**src/rtl/e1_pkg.sv**
```systemverilog
// Shared types and default thresholds for the E1 receive
// clock-recovery supervisor.
package e1_pkg;

    typedef enum logic [1:0] {
        ST_RESET_REC = 2'd0,
        ST_ACQUIRE   = 2'd1,
        ST_LOCKED    = 2'd2,
        ST_LOS       = 2'd3
    } e1_state_e;

    localparam int DEF_LOS_ZEROS     = 32;
    localparam int DEF_AIS_WINDOW    = 512;
    localparam int DEF_AIS_MAX_ZEROS = 2;

    function automatic logic [7:0] sat_inc8(input logic [7:0] v);
        return (v == 8'hFF) ? v : v + 8'd1;
    endfunction

endpackage

```
**src/rtl/e1_rx_recovery_ctrl_if.sv**
```systemverilog
// Bit-stream, status and counter signals between the LIU/recovery
// front end and the recovery supervisor.
interface e1_rx_recovery_ctrl_if;

    logic        pls_stb;
    logic        bit_hi;
    logic        bit_lo;
    logic        bit_stb;
    logic        cerr_clr;
    logic        rec_rst;
    logic        lock;
    logic        los;
    logic        ais;
    logic [1:0]  state;
    logic [15:0] cerr_cnt;

    modport master (
        output pls_stb, bit_hi, bit_lo, bit_stb, cerr_clr,
        input  rec_rst, lock, los, ais, state, cerr_cnt
    );

    modport slave (
        input  pls_stb, bit_hi, bit_lo, bit_stb, cerr_clr,
        output rec_rst, lock, los, ais, state, cerr_cnt
    );

endinterface

```
**src/rtl/e1_rx_ais_detect.sv**
```systemverilog
// Windowed all-ones (AIS) detector: counts zeros over a fixed
// number of recovered bits while enabled.
module e1_rx_ais_detect
    import e1_pkg::*;
#(
    parameter int AIS_WINDOW    = DEF_AIS_WINDOW,
    parameter int AIS_MAX_ZEROS = DEF_AIS_MAX_ZEROS
) (
    input  logic clk,
    input  logic rst,
    input  logic en_i,
    input  logic bit_stb_i,
    input  logic zero_i,
    output logic ais_o
);

    localparam int WW = $clog2(AIS_WINDOW);
    localparam int ZW = $clog2(AIS_MAX_ZEROS + 2);
    localparam logic [WW-1:0] WIN_LAST = WW'(AIS_WINDOW - 1);
    localparam logic [ZW-1:0] Z_SAT    = ZW'(AIS_MAX_ZEROS + 1);
    localparam logic [ZW-1:0] Z_MAX    = ZW'(AIS_MAX_ZEROS);

    logic [WW-1:0] win_q;
    logic [ZW-1:0] zcnt_q;
    logic [ZW-1:0] zcnt_d;
    logic          ais_q;

    // zero count including the current bit, so the last bit counts
    always_comb begin
        zcnt_d = zcnt_q;
        if (zero_i && zcnt_q != Z_SAT) begin
            zcnt_d = zcnt_q + ZW'(1);
        end
    end

    always_ff @(posedge clk) begin
        if (rst || !en_i) begin
            win_q  <= '0;
            zcnt_q <= '0;
            ais_q  <= 1'b0;
        end else if (bit_stb_i) begin
            if (win_q == WIN_LAST) begin
                ais_q  <= (zcnt_d <= Z_MAX);
                win_q  <= '0;
                zcnt_q <= '0;
            end else begin
                win_q  <= win_q + WW'(1);
                zcnt_q <= zcnt_d;
            end
        end
    end

    assign ais_o = ais_q;

endmodule

```
**src/rtl/e1_rx_recovery_ctrl.sv**
```systemverilog
// E1 receive clock-recovery supervisor: reset sequencing,
// acquisition, lock, LOS/AIS monitoring and code-error counting.
module e1_rx_recovery_ctrl
    import e1_pkg::*;
#(
    parameter int RST_CYCLES    = 4,
    parameter int ACQ_PULSES    = 16,
    parameter int LOS_ZEROS     = DEF_LOS_ZEROS,
    parameter int AIS_WINDOW    = DEF_AIS_WINDOW,
    parameter int AIS_MAX_ZEROS = DEF_AIS_MAX_ZEROS,
    parameter int WDOG_CYCLES   = 64
) (
    input  logic                  clk,
    input  logic                  rst,
    e1_rx_recovery_ctrl_if.slave  bus
);

    localparam logic [3:0] RST_LAST = 4'(RST_CYCLES - 1);
    localparam logic [7:0] ACQ_N    = 8'(ACQ_PULSES);
    localparam logic [7:0] LOS_N    = 8'(LOS_ZEROS);
    localparam logic [7:0] WDOG_N   = 8'(WDOG_CYCLES);

    e1_state_e   state_q, state_d;
    logic [3:0]  rcnt_q, rcnt_d;
    logic [7:0]  acq_q, acq_d;
    logic [7:0]  zrun_q, zrun_d, zrun_nx;
    logic [7:0]  wdog_q, wdog_d;
    logic [15:0] cerr_q, cerr_d;
    logic        rec_rst_q, lock_q, los_q;
    logic        mark, zero, cerr, ais_en;

    assign mark = bus.bit_stb & (bus.bit_hi | bus.bit_lo);
    assign zero = bus.bit_stb & ~bus.bit_hi & ~bus.bit_lo;
    assign cerr = bus.bit_stb & bus.bit_hi & bus.bit_lo;

    always_comb begin
        zrun_nx = zrun_q;
        unique case (1'b1)
            mark:    zrun_nx = '0;
            zero:    zrun_nx = sat_inc8(zrun_q);
            default: zrun_nx = zrun_q;
        endcase
    end

    always_comb begin
        state_d = state_q;
        rcnt_d  = rcnt_q;
        acq_d   = acq_q;
        zrun_d  = zrun_q;
        wdog_d  = wdog_q;
        unique case (state_q)
            ST_RESET_REC: begin
                rcnt_d = rcnt_q + 4'd1;
                if (rcnt_q == RST_LAST) state_d = ST_ACQUIRE;
            end
            ST_ACQUIRE: begin
                zrun_d = zrun_nx;
                if (mark) acq_d = acq_q + 8'd1;
                if (zero && zrun_nx == LOS_N) begin
                    state_d = ST_LOS;
                end else if (mark && acq_d == ACQ_N) begin
                    state_d = ST_LOCKED;
                end
            end
            ST_LOCKED: begin
                zrun_d = zrun_nx;
                wdog_d = bus.bit_stb ? 8'd0 : wdog_q + 8'd1;
                if (zero && zrun_nx == LOS_N) begin
                    state_d = ST_LOS;
                end else if (wdog_d == WDOG_N) begin
                    state_d = ST_RESET_REC;
                end
            end
            ST_LOS: begin
                if (bus.pls_stb) state_d = ST_RESET_REC;
            end
            default: state_d = ST_RESET_REC;
        endcase
        // every state starts with fresh counters
        if (state_d != state_q) begin
            rcnt_d = '0;
            acq_d  = '0;
            zrun_d = '0;
            wdog_d = '0;
        end
    end

    always_comb begin
        cerr_d = cerr_q;
        if (bus.cerr_clr) begin
            cerr_d = '0;
        end else if (cerr && state_q != ST_RESET_REC
                     && cerr_q != 16'hFFFF) begin
            cerr_d = cerr_q + 16'd1;
        end
    end

    always_ff @(posedge clk) begin
        if (rst) begin
            state_q   <= ST_RESET_REC;
            rcnt_q    <= '0;
            acq_q     <= '0;
            zrun_q    <= '0;
            wdog_q    <= '0;
            cerr_q    <= '0;
            rec_rst_q <= 1'b1;
            lock_q    <= 1'b0;
            los_q     <= 1'b0;
        end else begin
            state_q   <= state_d;
            rcnt_q    <= rcnt_d;
            acq_q     <= acq_d;
            zrun_q    <= zrun_d;
            wdog_q    <= wdog_d;
            cerr_q    <= cerr_d;
            rec_rst_q <= (state_d == ST_RESET_REC);
            lock_q    <= (state_d == ST_LOCKED);
            los_q     <= (state_d == ST_LOS);
        end
    end

    // enable drops on the leaving edge so ais clears with lock
    assign ais_en = (state_q == ST_LOCKED) && (state_d == ST_LOCKED);

    e1_rx_ais_detect #(
        .AIS_WINDOW    (AIS_WINDOW),
        .AIS_MAX_ZEROS (AIS_MAX_ZEROS)
    ) u_ais (
        .clk       (clk),
        .rst       (rst),
        .en_i      (ais_en),
        .bit_stb_i (bus.bit_stb),
        .zero_i    (zero),
        .ais_o     (bus.ais)
    );

    assign bus.rec_rst  = rec_rst_q;
    assign bus.lock     = lock_q;
    assign bus.los      = los_q;
    assign bus.state    = state_q;
    assign bus.cerr_cnt = cerr_q;

endmodule

```
**src/flat_wrapper.sv**
```systemverilog
// flat-port wrapper written by rule: the top's interface ports become plain ports
module e1_rx_recovery_ctrl_flat import e1_pkg::*;
#(
    parameter int RST_CYCLES    = 4,
    parameter int ACQ_PULSES    = 16,
    parameter int LOS_ZEROS     = DEF_LOS_ZEROS,
    parameter int AIS_WINDOW    = DEF_AIS_WINDOW,
    parameter int AIS_MAX_ZEROS = DEF_AIS_MAX_ZEROS,
    parameter int WDOG_CYCLES   = 64
)
  (clk, rst, bus_pls_stb, bus_bit_hi, bus_bit_lo, bus_bit_stb, bus_cerr_clr, bus_rec_rst, bus_lock, bus_los, bus_ais, bus_state, bus_cerr_cnt);
  e1_rx_recovery_ctrl_if bus_i ();
  input  logic clk;
  input  logic rst;
  input wire logic [$bits(bus_i.pls_stb)-1:0] bus_pls_stb;
  input wire logic [$bits(bus_i.bit_hi)-1:0] bus_bit_hi;
  input wire logic [$bits(bus_i.bit_lo)-1:0] bus_bit_lo;
  input wire logic [$bits(bus_i.bit_stb)-1:0] bus_bit_stb;
  input wire logic [$bits(bus_i.cerr_clr)-1:0] bus_cerr_clr;
  output wire logic [$bits(bus_i.rec_rst)-1:0] bus_rec_rst;
  output wire logic [$bits(bus_i.lock)-1:0] bus_lock;
  output wire logic [$bits(bus_i.los)-1:0] bus_los;
  output wire logic [$bits(bus_i.ais)-1:0] bus_ais;
  output wire logic [$bits(bus_i.state)-1:0] bus_state;
  output wire logic [$bits(bus_i.cerr_cnt)-1:0] bus_cerr_cnt;
  assign bus_i.pls_stb = bus_pls_stb;
  assign bus_i.bit_hi = bus_bit_hi;
  assign bus_i.bit_lo = bus_bit_lo;
  assign bus_i.bit_stb = bus_bit_stb;
  assign bus_i.cerr_clr = bus_cerr_clr;
  assign bus_rec_rst = bus_i.rec_rst;
  assign bus_lock = bus_i.lock;
  assign bus_los = bus_i.los;
  assign bus_ais = bus_i.ais;
  assign bus_state = bus_i.state;
  assign bus_cerr_cnt = bus_i.cerr_cnt;
  e1_rx_recovery_ctrl #(.RST_CYCLES(RST_CYCLES), .ACQ_PULSES(ACQ_PULSES), .LOS_ZEROS(LOS_ZEROS), .AIS_WINDOW(AIS_WINDOW), .AIS_MAX_ZEROS(AIS_MAX_ZEROS), .WDOG_CYCLES(WDOG_CYCLES)) u_core (.clk(clk), .rst(rst), .bus(bus_i));
endmodule
```
**config.mk**
```make
export PLATFORM = sky130hd
export DESIGN_NAME = e1_rx_recovery_ctrl_flat
export DESIGN_NICKNAME = d
export VERILOG_FILES = /design/src/rtl/e1_pkg.sv /design/src/rtl/e1_rx_recovery_ctrl_if.sv /design/src/rtl/e1_rx_ais_detect.sv /design/src/rtl/e1_rx_recovery_ctrl.sv /design/src/flat_wrapper.sv
export SDC_FILE = /design/constraint.sdc
export NUM_CORES = 1
export LEC_CHECK = 0
export BUFFER_PORTS_ARGS = -buffer_cell sky130_fd_sc_hd__buf_4
export CAP_MARGIN = 40
export CELL_PAD_IN_SITES_DETAIL_PLACEMENT = 0
export CELL_PAD_IN_SITES_GLOBAL_PLACEMENT = 2
export CORE_AREA = 2 2 116 118
export CTS_BUF_LIST = sky130_fd_sc_hd__clkbuf_16
export CTS_CLUSTER_DIAMETER = 100
export DETAILED_ROUTE_END_ITERATION = 6
export DIE_AREA = 0 0 118 120
export PLACE_DENSITY_LB_ADDON = 0.2
export SETUP_SLACK_MARGIN = 0.15
export SYNTH_ARGS = -nofsm -noshare
export SYNTH_HDL_FRONTEND = slang
export SYNTH_HIERARCHICAL = 1
export SYNTH_SLANG_ARGS = --single-unit
```
**constraint.sdc**
```tcl
create_clock -name clk -period 3.2 [get_ports clk]
set_input_delay 0.48 -clock clk [delete_from_list [all_inputs] [get_ports clk]]
set_output_delay 0.48 -clock clk [all_outputs]
set_load 0.05 [all_outputs]
```
Word-level counts from Yosys, hierarchy flattened
Index checks and enable logic that the tools add are counted.

storage, ports and cells
  bits in registers = 61
  input bits = 7
  output and inout bits = 22

operators by class
  add/sub/neg operators = 7
  order comparisons = 1
  equal/unequal tests = 14
  muxes and demuxes = 15
  bitwise logic cells = 8
  reduce and logical (&&, ||, !) cells = 15

operators by type and width
  operator                                                                count
  8-bit 2-to-1 mux                                                        4
  8-bit by 1-bit adder with 8-bit output (second input constant)          3
  16-bit by 1-bit adder with 16-bit output (second input constant)        1
  2-bit 2-to-1 mux                                                        8
  16-bit != test (second input constant)                                  1
  8-bit case mux with 2 select lines                                      1
  9-bit by 1-bit adder with 9-bit output (second input constant)          1
  9-bit equality test (second input constant)                             1
  9-bit 2-to-1 mux                                                        1
  2-bit equality test (second input constant)                             4
  8-bit by 5-bit equality test with 1-bit output (second input constant)  1
  8-bit by 6-bit equality test with 1-bit output (second input constant)  1
  8-bit by 7-bit equality test with 1-bit output (second input constant)  1
  8-bit equality test (second input constant)                             1
  2-bit case mux with 4 select lines                                      1
  1-bit logical AND                                                       6
  2-bit OR reduction                                                      3
  1-bit AND                                                               5
  4-bit by 1-bit adder with 4-bit output (second input constant)          1
  4-bit by 2-bit equality test with 1-bit output (second input constant)  1
  2-bit logical NOT                                                       2
  2-bit by 1-bit adder with 2-bit output (second input constant)          1
  2-bit by 1-bit equality test with 1-bit output (second input constant)  1
  2-bit less-or-equal comparator (second input constant)                  1
  other kinds (8)                                                         9

Logic depth before layout (Yosys ltp)
Gate-level depths: netlist (run 1).

  depth in word-level cells = 13
  mapped depth = 12
  gate-level depth less buffers = 12

Modules after synthesis
The synthesis (run 1) kept the hierarchy.

modules (own cells, without submodules)
  module               instances  cells each  area each (µm²)  seq. area each (µm²)
  e1_rx_recovery_ctrl  1          398         3174.3           980.9
  e1_rx_ais_detect     1          67          609.3            240.2

Least setup slack after synthesis (run 1)
Ideal clock, no wire load.

  path kind = register to register
  start point = register u_core.zrun_q[0]
  end point = register u_core.u_ais.ais_q (netlist: u_core/u_ais/ais_o)
  arrival time = 2.714 ns
  required time = 3.126 ns
  path slack = 0.412 ns
  cell stages (with the launch flop) = 13
  cells stage by stage = dfxtp_1 ha_1 buf_2 nand3_2 o21ai_2 mux2_1 a21oi_2 a32o_1 or3_1 a21oi_1 nand2b_1 a311o_1 o21ai_0

on the way
  word-level cells in the longest chain between the ends = 11
  elaborated cells between the ends (all ways) = 13
  classes of those cells = 1 x add/sub; 3 x eq/ne; 5 x mux; 4 x reduce/logical

RTL lines
  element                                                                        line                                                  text
  start, declared                                                                e1_rx_recovery_ctrl.sv:26                             logic [7:0] zrun_q, zrun_d, zrun_nx;
  start signal, assigned                                                         e1_rx_recovery_ctrl.sv:113                            zrun_q <= zrun_d;
  8-bit by 1-bit adder with 8-bit output or 8-bit equality test (tied branches)  e1_pkg.sv:17                                          return (v == 8'hFF) ? v : v + 8'd1;
  8-bit 2-to-1 mux                                                               e1_pkg.sv:17
  8-bit case mux with 2 select lines (*)                                         e1_rx_recovery_ctrl.sv:38                             unique case (1'b1)
  8-bit by 6-bit equality test with 1-bit output (*)                             e1_rx_recovery_ctrl.sv:59, e1_rx_recovery_ctrl.sv:68
  1-bit logical AND (*)                                                          e1_rx_recovery_ctrl.sv:59, e1_rx_recovery_ctrl.sv:68
  2-bit 2-to-1 mux (on tied branches)                                            e1_rx_recovery_ctrl.sv:68, e1_rx_recovery_ctrl.sv:59
  2-bit case mux with 4 select lines (*)                                         e1_rx_recovery_ctrl.sv:51                             unique case (state_q)
  2-bit equality test (*)                                                        e1_rx_recovery_ctrl.sv:123                            assign ais_en = (state_q == ST_LOCKED) && (state_d == ST_LOCKED);
  1-bit logical AND (*)                                                          e1_rx_recovery_ctrl.sv:123
  named net u_core.ais_en                                                        e1_rx_recovery_ctrl.sv:30                             logic mark, zero, cerr, ais_en;
  1-bit logical NOT (*)                                                          e1_rx_ais_detect.sv:37                                if (rst || !en_i) begin
  1-bit logical OR (*)                                                           e1_rx_ais_detect.sv:37
  end signal, assigned                                                           e1_rx_ais_detect.sv:43                                ais_q <= (zcnt_d <= Z_MAX);
  end, declared                                                                  e1_rx_ais_detect.sv:26                                logic ais_q;

Mark *: on every way through the listed nets, which the timed path passes. The rest lies on a longest branch.
A chain may end at the register's enable or synchronous reset.

Final worst setup path (run 1)
  start point = register u_core.zrun_q[0]
  end point = register u_core.zrun_q[3]

on the way
  word-level cells in the longest chain between the ends = 9
  elaborated cells between the ends (all ways) = 11
  classes of those cells = 1 x add/sub; 3 x eq/ne; 5 x mux; 2 x reduce/logical

RTL lines
  element                                                                        line                                                  text
  8-bit by 1-bit adder with 8-bit output or 8-bit equality test (tied branches)  e1_pkg.sv:17
  8-bit 2-to-1 mux                                                               e1_pkg.sv:17
  8-bit case mux with 2 select lines (*)                                         e1_rx_recovery_ctrl.sv:38
  8-bit by 6-bit equality test with 1-bit output                                 e1_rx_recovery_ctrl.sv:59, e1_rx_recovery_ctrl.sv:68
  1-bit logical AND                                                              e1_rx_recovery_ctrl.sv:59, e1_rx_recovery_ctrl.sv:68
  2-bit 2-to-1 mux (on tied branches)                                            e1_rx_recovery_ctrl.sv:68, e1_rx_recovery_ctrl.sv:59
  2-bit case mux with 4 select lines                                             e1_rx_recovery_ctrl.sv:51
  2-bit != test                                                                  e1_rx_recovery_ctrl.sv:80                             if (state_d != state_q) begin
  2-bit OR reduction (no line)                                                   n/a

Mark *: on every way between the ends. The rest lies on a longest branch, timed or not.

==> reports/summary.txt, run 1 <==
Pin count of the biggest net entering global routing -> 17
Clock group share of total power -> 47.1%
1st-iter DRT viols -> 170
DRT antenna net count -> 0
EDFF count, synth -> 0
Peak supply drop -> 0.333 mV
Post-route DRC -> 0
Unrepaired setup endpoints after global routing -> yes
Total Nets Final -> 516
WP data required -> 3420 ps
Congestion Overflow GR -> 0
Num CTS Buffers -> 9
Routed WL per cell -> 15.6 um
Ys Warns -> 6
Setup crit end kind -> flip-flop
Vias in the first global route -> 3337
Syn Area/Cell -> 8.14 um^2
PwrDens -> 480 nW/um^2
Max-Cap Viols -> 0
Final HPWL DP -> 7460 um
Post-synthesis sequential area ratio -> 32.3%
Most frequent cells in the layout -> dfxtp_1, nand2_1, nor2_1
Die Ht -> 120 um
Final min period -> 2860 ps
First-pass detailed-route iteration total -> 4
Net count after synthesis -> 486
Reg power frac -> 36.5%
CP Launch Type -> flip-flop
Most common cell after layout, fill and taps aside -> dfxtp_1
Post-synth top flop -> dfxtp_1
Initial antenna violation count -> 0
Clk root buf -> clkbuf_16
Slew margin rel. -> 48.6%
Share of cells above drive strength 1 -> 17.4%
Worst-Margin Slew -> 765 ps
Clk slew on worst S/H paths -> 50 ps
FP Rows -> 42
Die Wd -> 118 um
Maximum clock path buffer count -> 2
Initial Utilization -> 29.1%
Psw -> 617 uW
Clock latency on the worst-skew pair -> 340 ps
Global-route wire length before repair -> 17300 um
HP Class -> in2reg
R2R Path End -> u_core/zrun_q[3]
Min-Delay Endpoint -> u_core/zrun_q[4]
PortBufs -> 28
H-tree lvl count -> 3
Max Slew Vio Count -> 0
I/O pin count -> 29
Via count -> 3557
CTS tree -> yes
Leak -> 0.00159 uW
Synth cell types -> 67
DRT Wirelength -> 10600 um
Mapped Area -> 3780 um^2
P&R area growth vs syn -> 21.4%
Die area -> 14200 um^2
Hold_ws -> 442 ps
Clock skew -> 9.58 ps
Crit Path Category -> reg2reg
Ant diodes -> 0
Crit path arrival time -> 3080 ps
Reg2reg path depth -> 10
Logic pwr share -> 16.4%
Vias per inst -> 5.26
FMAX -> 0.350 GHz
Switching Fraction -> 28.0%
Worst r2r src -> u_core/zrun_q[0]
Cells after Synth -> 465
Clock Sinks -> 61
R2R setup slack -> 340 ps
Post-synthesis register bit count -> 61
FFs w/ async S/R, synth -> 0%
Final period utilization -> 89.4%
GP Congestion -> 0.839
Hold Startpoint -> rst
Setup TNS -> 0 ps
Hold Fails Final Rpt -> 0
Fillers -> 1372
Worst Hold Depth -> 2
GR Util All Layers -> 15.5%
Worst Setup SP -> u_core/zrun_q[0]
Setup violators final -> 0
Outcome -> finished, final reports clean
P_int -> 1590 uW
Core Box Area -> 13000 um^2
Peak fanout along the critical path -> 12
## critical path, stage by stage (launching register included)
cell and delay (ps):
dfxtp_1 350, ha_2 280, nand3_4 160, o21ai_4 230
mux2_1 350, a21oi_2 230, a32o_1 230, buf_4 130
o31ai_4 130, buf_4 240, a2111oi_1 390
## how the worst max path moves through the flow
stage,endpoint,slack (ps)
after floorplan,u_core/u_ais/ais_o,410
after global placement,u_core/zrun_q[3],310
after detailed placement,u_core/rcnt_q[3],220
after CTS,u_core/zrun_q[3],220
after global routing,u_core/wdog_q[5],140
final,u_core/zrun_q[3],340
## flip-flops by register name, summed over array words and instances (netlist names)
name / cells
u_core/bus.rec_rst: 1
u_core/u_ais/ais_o: 1
u_core/bus.cerr_cnt: 16
u_core/zrun_q: 8
u_core/rcnt_q: 4
u_core/bus.lock: 1
u_core/acq_q: 8
u_core/bus.state: 2
u_core/wdog_q: 8
u_core/u_ais/win_q: 9
u_core/u_ais/zcnt_q: 2
u_core/bus.los: 1
## cell usage after synthesis (3+ instances only)
cell	count	area [um^2]
nand4b_1	4	35.0
a31oi_1	8	50.1
xor2_1	20	175
nor4_1	5	31.3
buf_2	7	35.0
nand2_1	50	188
a2111oi_2	8	120
xnor2_1	10	87.6
dfxtp_1	61	1220
nand3_1	22	110
o21a_1	5	37.5
a2111oi_0	7	61.3
clkbuf_1	14	52.6
or3_1	12	75.1
nand4_1	14	87.6
o31ai_1	3	22.5
nand2b_1	6	37.5
nor2b_1	7	43.8
nor3b_1	4	30.0
inv_1	12	45.0
nor3_1	10	50.1
nand3b_1	4	30.0
and2_1	4	25.0
mux2i_1	5	50.1
a21oi_1	16	80.1
o21ai_0	22	110
a211oi_1	12	90.1
ha_1	14	175
nor2_1	49	184
## power groups by stage
stage | Clock (uW) | Sequential [uW] | Combinational, uW
floorplan | 0 | 835 | 223
global placement | 0 | 820 | 363
detailed placement | 0 | 821 | 361
CTS | 1080 | 804 | 361
global route | 1100 | 807 | 392
finish | 1040 | 805 | 361
## layout make-up
cell class / instances / area [um^2] / area share, %
Timing Repair Buffer: 46 / 358 / 7.79
Sequential cell: 61 / 1220 / 26.6
Clock buffer: 9 / 225 / 4.90
Inverter: 12 / 45.0 / 0.981
Tap cell: 176 / 220 / 4.80
Clock inverter: 7 / 90.1 / 1.96
Multi-Input combinational cell: 365 / 2430 / 52.9
## what timing repair did
action / in CTS / in global routing
resized for setup: 0 / 11
hold buffers: 0 / 0
endpoints found under the setup margin: 0 / 31
buffers inserted: 0 / 0
## metal layers
metal  GRT usage (%)  up-vias  part of all wire, %  wire [um]
li1                -     1768                    -          -
met1            20.3     1705                   48       5040
met2            24.9       71                   47       4920
met3            2.52       13                  3.6        385
met4            7.45        0                  2.1        221
met5               0        -                    0          0
## per-stage QoR
step                      setup slack, ps  total power (uW)  cell area (um^2)  utilization [%]  instances
after floorplan                       412              1060              3780                -        465
after global placement                307              1180              4240             32.6        660
after detailed placement              225              1180              4240             32.6        660
after CTS                             217              2240              4550             35.1        676
after global routing                  136              2300              4590             35.4        676
final                                 339              2200              4590             35.4        676
## cell families (layout without fill, tap and decap cells)
group / count (synthesis) / in the layout / share of synthesized area (%)
adders and majority gates: 14 / 14 / 4.63
and+or+nand+nor: 203 / 203 / 27.2
DFF: 61 / 61 / 32.3
xor gates and xnor gates: 30 / 30 / 6.94
muxes: 8 / 8 / 2.22
buffers and inverters: 39 / 74 / 4.53
AOI/OAI and AO/OA: 110 / 110 / 22.2
Power figures use the tool's default switching activity.
==> run 2, diff against run 1 <==
--- a/config.mk
+++ b/config.mk
@@ -14,7 +14,8 @@
 export CTS_CLUSTER_DIAMETER = 100
 export DETAILED_ROUTE_END_ITERATION = 6
 export DIE_AREA = 0 0 118 120
-export PLACE_DENSITY_LB_ADDON = 0.2
+export PLACE_DENSITY = 0.65
+export RECOVER_POWER = 100
 export SETUP_SLACK_MARGIN = 0.15
 export SYNTH_ARGS = -nofsm -noshare
 export SYNTH_HDL_FRONTEND = slang
==> run 2 against run 1 <==
Net effect:
- first-iteration DRC count down 11%
- critical endpoint is now u_core/acq_q[6]
- sequential share of layout area up 0.92 points
- sequential power about the same
- total power down 0.45%
- clock power about the same
- worst setup slack worse by 22 ps
- worst hold slack worse by 17 ps
- critical path depth unchanged
- wire length down 2.1%
- cell count up 0.15%
- register-to-register slack worse by 20 ps
- combinational power down 12%
==> reports/summary.txt, run 2 (synthesized netlist as in run 1, its figures left out) <==
Outcome -> finished, final reports clean
Max FFs per register -> 16 (unchanged)
GR Util All Layers -> 15.3% (-0.23 points)
Total Nets Final -> 517 (+0.19%)
Setup violators final -> 0 (unchanged)
Setup TNS -> 0 ps (unchanged)
Fin util -> 34.2% (-1.2 points)
Congestion Overflow GR -> 0 (unchanged)
Num CTS Buffers -> 9 (unchanged)
Core Box Area -> 13000 um^2 (unchanged)
Final min period -> 2880 ps (+22.4 ps)
Clock skew -> 7.57 ps (-2.01 ps)
# Post-CTS Setup Buffers -> 0 (unchanged)
P&R area growth vs syn -> 17.3%
Clock latency on the worst-skew pair -> 340 ps (about the same)
Final HPWL DP -> 7500 um (+0.65%)
PortBufs -> 28 (unchanged)
Peak fanout along the critical path -> 16 (+4)
P_int -> 1580 uW (-0.65%)
Switching Fraction -> 28.1% (+0.14 points)
Clk slew on worst S/H paths -> 60 ps (about the same)
Routed WL per cell -> 15.3 um (-2.2%)
I/O pin count -> 29 (unchanged)
First-pass detailed-route iteration total -> 4 (unchanged)
DRT Wirelength -> 10300 um (-2.1%)
Via count -> 3484 (-2.1%)
Die Wd -> 118 um (unchanged)
Leak -> 0.00148 uW (-6.7%)
Logic pwr share -> 14.5% (-1.9 points)
Initial Utilization -> 29.1% (unchanged)
FMAX -> 0.347 GHz (-0.78%)
CTS tree -> yes
PwrDens -> 494 nW/um^2 (+3.0%)
1st-iter DRT viols -> 152 (-11%)
Post-route cell area -> 4440 um^2 (-3.4%)
Clock Sinks -> 61 (unchanged)
GP Congestion -> 0.824 (-1.8%)
GR Util met3 -> 4.18% (+1.7 points)
HP Class -> in2reg
Post-route DRC -> 0 (unchanged)
Reg power frac -> 36.6% (about the same)
Final period utilization -> 90.1% (+0.70 points)
Die area -> 14200 um^2 (unchanged)
Setup crit end kind -> flip-flop
Pin count of the biggest net entering global routing -> 19 (+2)
Vias in the first global route -> 3355 (+0.54%)
Max Slew Vio Count -> 0 (unchanged)
Ant diodes -> 0 (unchanged)
FP Rows -> 42 (unchanged)
GR Util met2 -> 25.8% (+0.91 points)
Max-Cap Viols -> 0 (unchanged)
Crit Path Category -> reg2reg
H-tree lvl count -> 3 (unchanged)
DP Area -> 4230 um^2 (-0.12%)
Worst-Margin Slew -> 729 ps (-36.0 ps)
Peak supply drop -> 0.192 mV (-42%)
Die Ht -> 120 um (unchanged)
Most frequent cells in the layout -> dfxtp_1, nand2_1, nor2_1
Initial antenna violation count -> 0 (unchanged)
Global-route wire length before repair -> 17000 um (-1.8%)
Unrepaired setup endpoints after global routing -> no
Slew margin rel. -> 51.0% (+2.4 points)
WP data required -> 3420 ps (about the same)
Clock group share of total power -> 48.9% (+1.8 points)
CP Launch Type -> flip-flop
Clk root buf -> clkbuf_16
Psw -> 617 uW (about the same)
CTS Hold Bufs -> 0 (unchanged)
Cts repair resizes -> 0 (unchanged)
Crit path arrival time -> 3100 ps (+20 ps)
Share of cells above drive strength 1 -> 11.4% (-6.0 points)
Maximum clock path buffer count -> 2 (unchanged)
GRT busiest layer -> met2
Vias per inst -> 5.15 (-2.2%)
DRT antenna net count -> 0 (unchanged)
Most common cell after layout, fill and taps aside -> dfxtp_1
GRT met1 Usage -> 18.8% (-1.5 points)
Fillers -> 1406 (+2.5%)
Hold Fails Final Rpt -> 0 (unchanged)
==> run 2: final cells by class <==
| class | instances | area, um^2 | area share, % |
|---|---|---|---|
| multi-input combinational | 365 | 2370 | 53.4 |
| clock inverter | 7 | 97.6 | 2.20 |
| tap | 176 | 220 | 4.96 |
| sequential | 61 | 1220 | 27.5 |
| inverter | 12 | 45.0 | 1.01 |
| clock buffer | 9 | 225 | 5.07 |
| timing repair buffer | 47 | 256 | 5.78 |
==> run 2: critical path, stage by stage (launching register included) <==
cell,delay (ps)
dfxtp_1,450
ha_4,220
nand3_2,200
o21ai_4,250
mux2_1,390
a21oi_4,210
a32o_1,210
clkbuf_1,120
o31ai_1,100
buf_4,220
a2111oi_0,400
==> run 2: final timing paths <==
kind | startpoint | endpoint | cells after the start | slack [ps]
worst max-delay path | u_core/zrun_q[1] | u_core/acq_q[6] | 10 | 320
worst min-delay path | rst | u_core/zrun_q[4] | 2 | 420
worst max register to register | u_core/zrun_q[1] | u_core/acq_q[6] | 10 | 320
worst min register to register | u_core/bus.cerr_cnt[1] | u_core/bus.cerr_cnt[1] | 2 | 510
==> run 2: per-layer routing <==
metal  share of wire, %  up-vias
met5                  0        -
met4                1.6        0
met3                3.9       11
met2                 48       51
met1                 47     1652
li1                   -     1770
==> run 2: through the flow <==
step	total power, uW	instances	hold WS [ps]	setup slack, ps
global route	2300	677	440	82.3
detailed placement	1170	661	502	184
floorplan	1060	465	458	412
global placement	1170	661	476	267
finish	2190	677	425	316
CTS	2260	677	401	162
==> run 2: power groups by stage <==
| stage | combinational [uW] | sequential [uW] | clock [uW] |
|---|---|---|---|
| 2_1_floorplan | 223 | 835 | 0 |
| 3_3_place_gp | 346 | 820 | 0 |
| 4_1_cts | 347 | 804 | 1110 |
| 6_report | 318 | 803 | 1070 |
| 3_5_place_dp | 346 | 821 | 0 |
| 5_1_grt | 354 | 804 | 1140 |
==> run 3, diff against run 2 <==
--- a/config.mk
+++ b/config.mk
@@ -10,10 +10,10 @@
 export CELL_PAD_IN_SITES_DETAIL_PLACEMENT = 0
 export CELL_PAD_IN_SITES_GLOBAL_PLACEMENT = 2
 export CORE_AREA = 2 2 116 118
-export CTS_BUF_LIST = sky130_fd_sc_hd__clkbuf_16
 export CTS_CLUSTER_DIAMETER = 100
 export DETAILED_ROUTE_END_ITERATION = 6
 export DIE_AREA = 0 0 118 120
+export MAX_ROUTING_LAYER = met4
 export PLACE_DENSITY = 0.65
 export RECOVER_POWER = 100
 export SETUP_SLACK_MARGIN = 0.15
==> run 3 against run 2 <==
Net effect:
- clock-buffer cell count did not move
- global-route usage increased by 0.44 points
- worst setup slack got worse by 9.9 ps
- first-iteration DRC count rose by 22%
- wire length unchanged
- critical path type unchanged
- critical endpoint unchanged
- largest cell class unchanged
==> reports/summary.txt, run 3 (synthesized netlist as in run 1, its figures left out) <==
Post-route DRC -> 0 (unchanged)
1st-iter DRT viols -> 185 (+22%)
Most frequent cells in the layout -> dfxtp_1, nand2_1, nor2_1
Slowest stage delay, CP -> 450 ps (about the same)
Worst-Margin Slew -> 729 ps (unchanged)
DP Area -> 4230 um^2 (unchanged)
Psw -> 616 uW (about the same)
Maximum clock path buffer count -> 2 (unchanged)
Clk root buf -> clkbuf_16
Clock Sinks -> 61 (unchanged)
Hold Fails Final Rpt -> 0 (unchanged)
R2R Path End -> u_core/acq_q[6]
Pin count of the biggest net entering global routing -> 19 (unchanged)
Setup crit end kind -> flip-flop
Clock skew -> 8.03 ps (+0.464 ps)
Die Ht -> 120 um (unchanged)
Final HPWL DP -> 7500 um (unchanged)
Ant diodes -> 0 (unchanged)
FP Rows -> 42 (unchanged)
Reg power frac -> 36.6% (about the same)
Die area -> 14200 um^2 (unchanged)
Crit path arrival time -> 3110 ps (about the same)
P_int -> 1580 uW (about the same)
GR Util All Layers -> 15.7% (+0.44 points)
Via count -> 3494 (+0.29%)
CP Launch Type -> flip-flop
Final min period -> 2890 ps (+9.91 ps)
Peak fanout along the critical path -> 16 (unchanged)
Worst r2r src -> u_core/zrun_q[1]
Setup violators final -> 0 (unchanged)
Vias per inst -> 5.16 (+0.29%)
GP Congestion -> 0.837 (+1.5%)
Initial Utilization -> 29.1% (unchanged)
Cts repair resizes -> 0 (unchanged)
Global-route wire length before repair -> 17000 um (unchanged)
Power, Total -> 2190 uW (about the same)
Die Wd -> 118 um (unchanged)
Congestion Overflow GR -> 0 (unchanged)
Total Nets Final -> 517 (unchanged)
Initial antenna violation count -> 0 (unchanged)
CTS Hold Bufs -> 0 (unchanged)
I/O pin count -> 29 (unchanged)
Worst Setup SP -> u_core/zrun_q[1]
Worst path cell trace -> ha_4, nand3_2, o21ai_4, mux2_1, a21oi_4, a32o_1, clkbuf_1, o31ai_1, buf_4, a2111oi_0
Slowest cell on crit path -> dfxtp_1
Most common cell after layout, fill and taps aside -> dfxtp_1
FMAX -> 0.346 GHz (-0.34%)
HP Class -> in2reg
Place WS -> 184 ps (unchanged)
Max Slew Vio Count -> 0 (unchanged)
Final setup margin -> 307 ps (-9.91 ps)
R2R setup slack -> 310 ps (about the same)
Setup TNS -> 0 ps (unchanged)
Final period utilization -> 90.4% (+0.31 points)
Leak -> 0.00148 uW (unchanged)
Clock latency on the worst-skew pair -> 340 ps (about the same)
Max-Cap Viols -> 0 (unchanged)
P&R area growth vs syn -> 17.3% (unchanged)
Routed WL per cell -> 15.3 um (unchanged)
Max FFs per register -> 16 (unchanged)
CTS tree -> yes
DRT Wirelength -> 10300 um (unchanged)
# Post-CTS Setup Buffers -> 0 (unchanged)
Share of cells above drive strength 1 -> 11.4% (unchanged)
Clock group share of total power -> 48.9% (about the same)
Vias in the first global route -> 3352 (-0.089%)
Post-route cell area -> 4440 um^2 (unchanged)
Slew margin rel. -> 51.0% (unchanged)
Outcome -> finished, final reports clean
WP data required -> 3420 ps (about the same)
Crit path to -> u_core/acq_q[6]
PwrDens -> 494 nW/um^2 (about the same)
Switching Fraction -> 28.1% (about the same)
Logic pwr share -> 14.5% (about the same)
Reg2reg path depth -> 10 (unchanged)
Unrepaired setup endpoints after global routing -> no
Peak supply drop -> 0.192 mV (+0.24%)
Crit Path Category -> reg2reg
Core Box Area -> 13000 um^2 (unchanged)
First-pass detailed-route iteration total -> 4 (unchanged)
PortBufs -> 28 (unchanged)
Num CTS Buffers -> 9 (unchanged)
Clk slew on worst S/H paths -> 60 ps (about the same)
H-tree lvl count -> 3 (unchanged)
DRT antenna net count -> 0 (unchanged)
-- run 3: cell counts in the layout (fill, tap and decap cells not counted) --
No cell type changed its count.
-- run 3: metrics by stage --
stage | utilization (%) | cells | hold slack [ps]
4_1_cts | 35.1 | 677 | 401
3_3_place_gp | 32.6 | 661 | 476
6_report | 34.2 | 677 | 426
3_5_place_dp | 32.6 | 661 | 502
2_1_floorplan | - | 465 | 458
5_1_grt | 34.2 | 677 | 442
-- run 3: per-layer routing --
metal	part of all wire (%)	routed length, um	track usage, %
met4	1.5	158	6.48
met2	48	4920	25.8
met1	47	4840	18.9
met3	4.1	424	3.23
met5	0	0	-
-- run 3: worst min-delay path by stage --
stage | from | endpoint | slack, ps | depth (start not counted)
finish | rst | u_core/zrun_q[4] | 430 | 2
floorplan | u_core/u_ais/win_q[6] | u_core/u_ais/win_q[6] | 460 | 2
detailed placement | u_core/u_ais/win_q[5] | u_core/u_ais/win_q[5] | 500 | 2
global route | rst | u_core/zrun_q[4] | 440 | 2
global placement | u_core/u_ais/win_q[6] | u_core/u_ais/win_q[6] | 480 | 2
CTS | rst | u_core/zrun_q[4] | 400 | 2
-- run 3: critical path: cells and delay by family, from the launching register on --
kind                     cells  cell delay, ps
adder cells (fa/ha/maj)      1             220
flip-flops                   1             450
AND/OR/NAND/NOR              1             200
buffers and inverters        2             340
AO/OA/AOI/OAI                5            1170
multiplexers                 1             390
-- run 3: power groups by stage --
stage               registers (uW)  clock network, uW  logic (uW)
detailed placement             821                  0         346
finish                         803               1070         319
global route                   804               1130         354
global placement               820                  0         346
floorplan                      835                  0         223
CTS                            804               1110         347
-- run 3: area by class of cell --
class / instances / area [um^2]
well taps: 176 / 220
fillers: 1406 / 8540
repair buffers: 47 / 256
clock buffers: 9 / 225
inverters: 12 / 45.0
multi-input cells: 365 / 2370
flip-flops and latches: 61 / 1220
clock inverters: 7 / 97.6
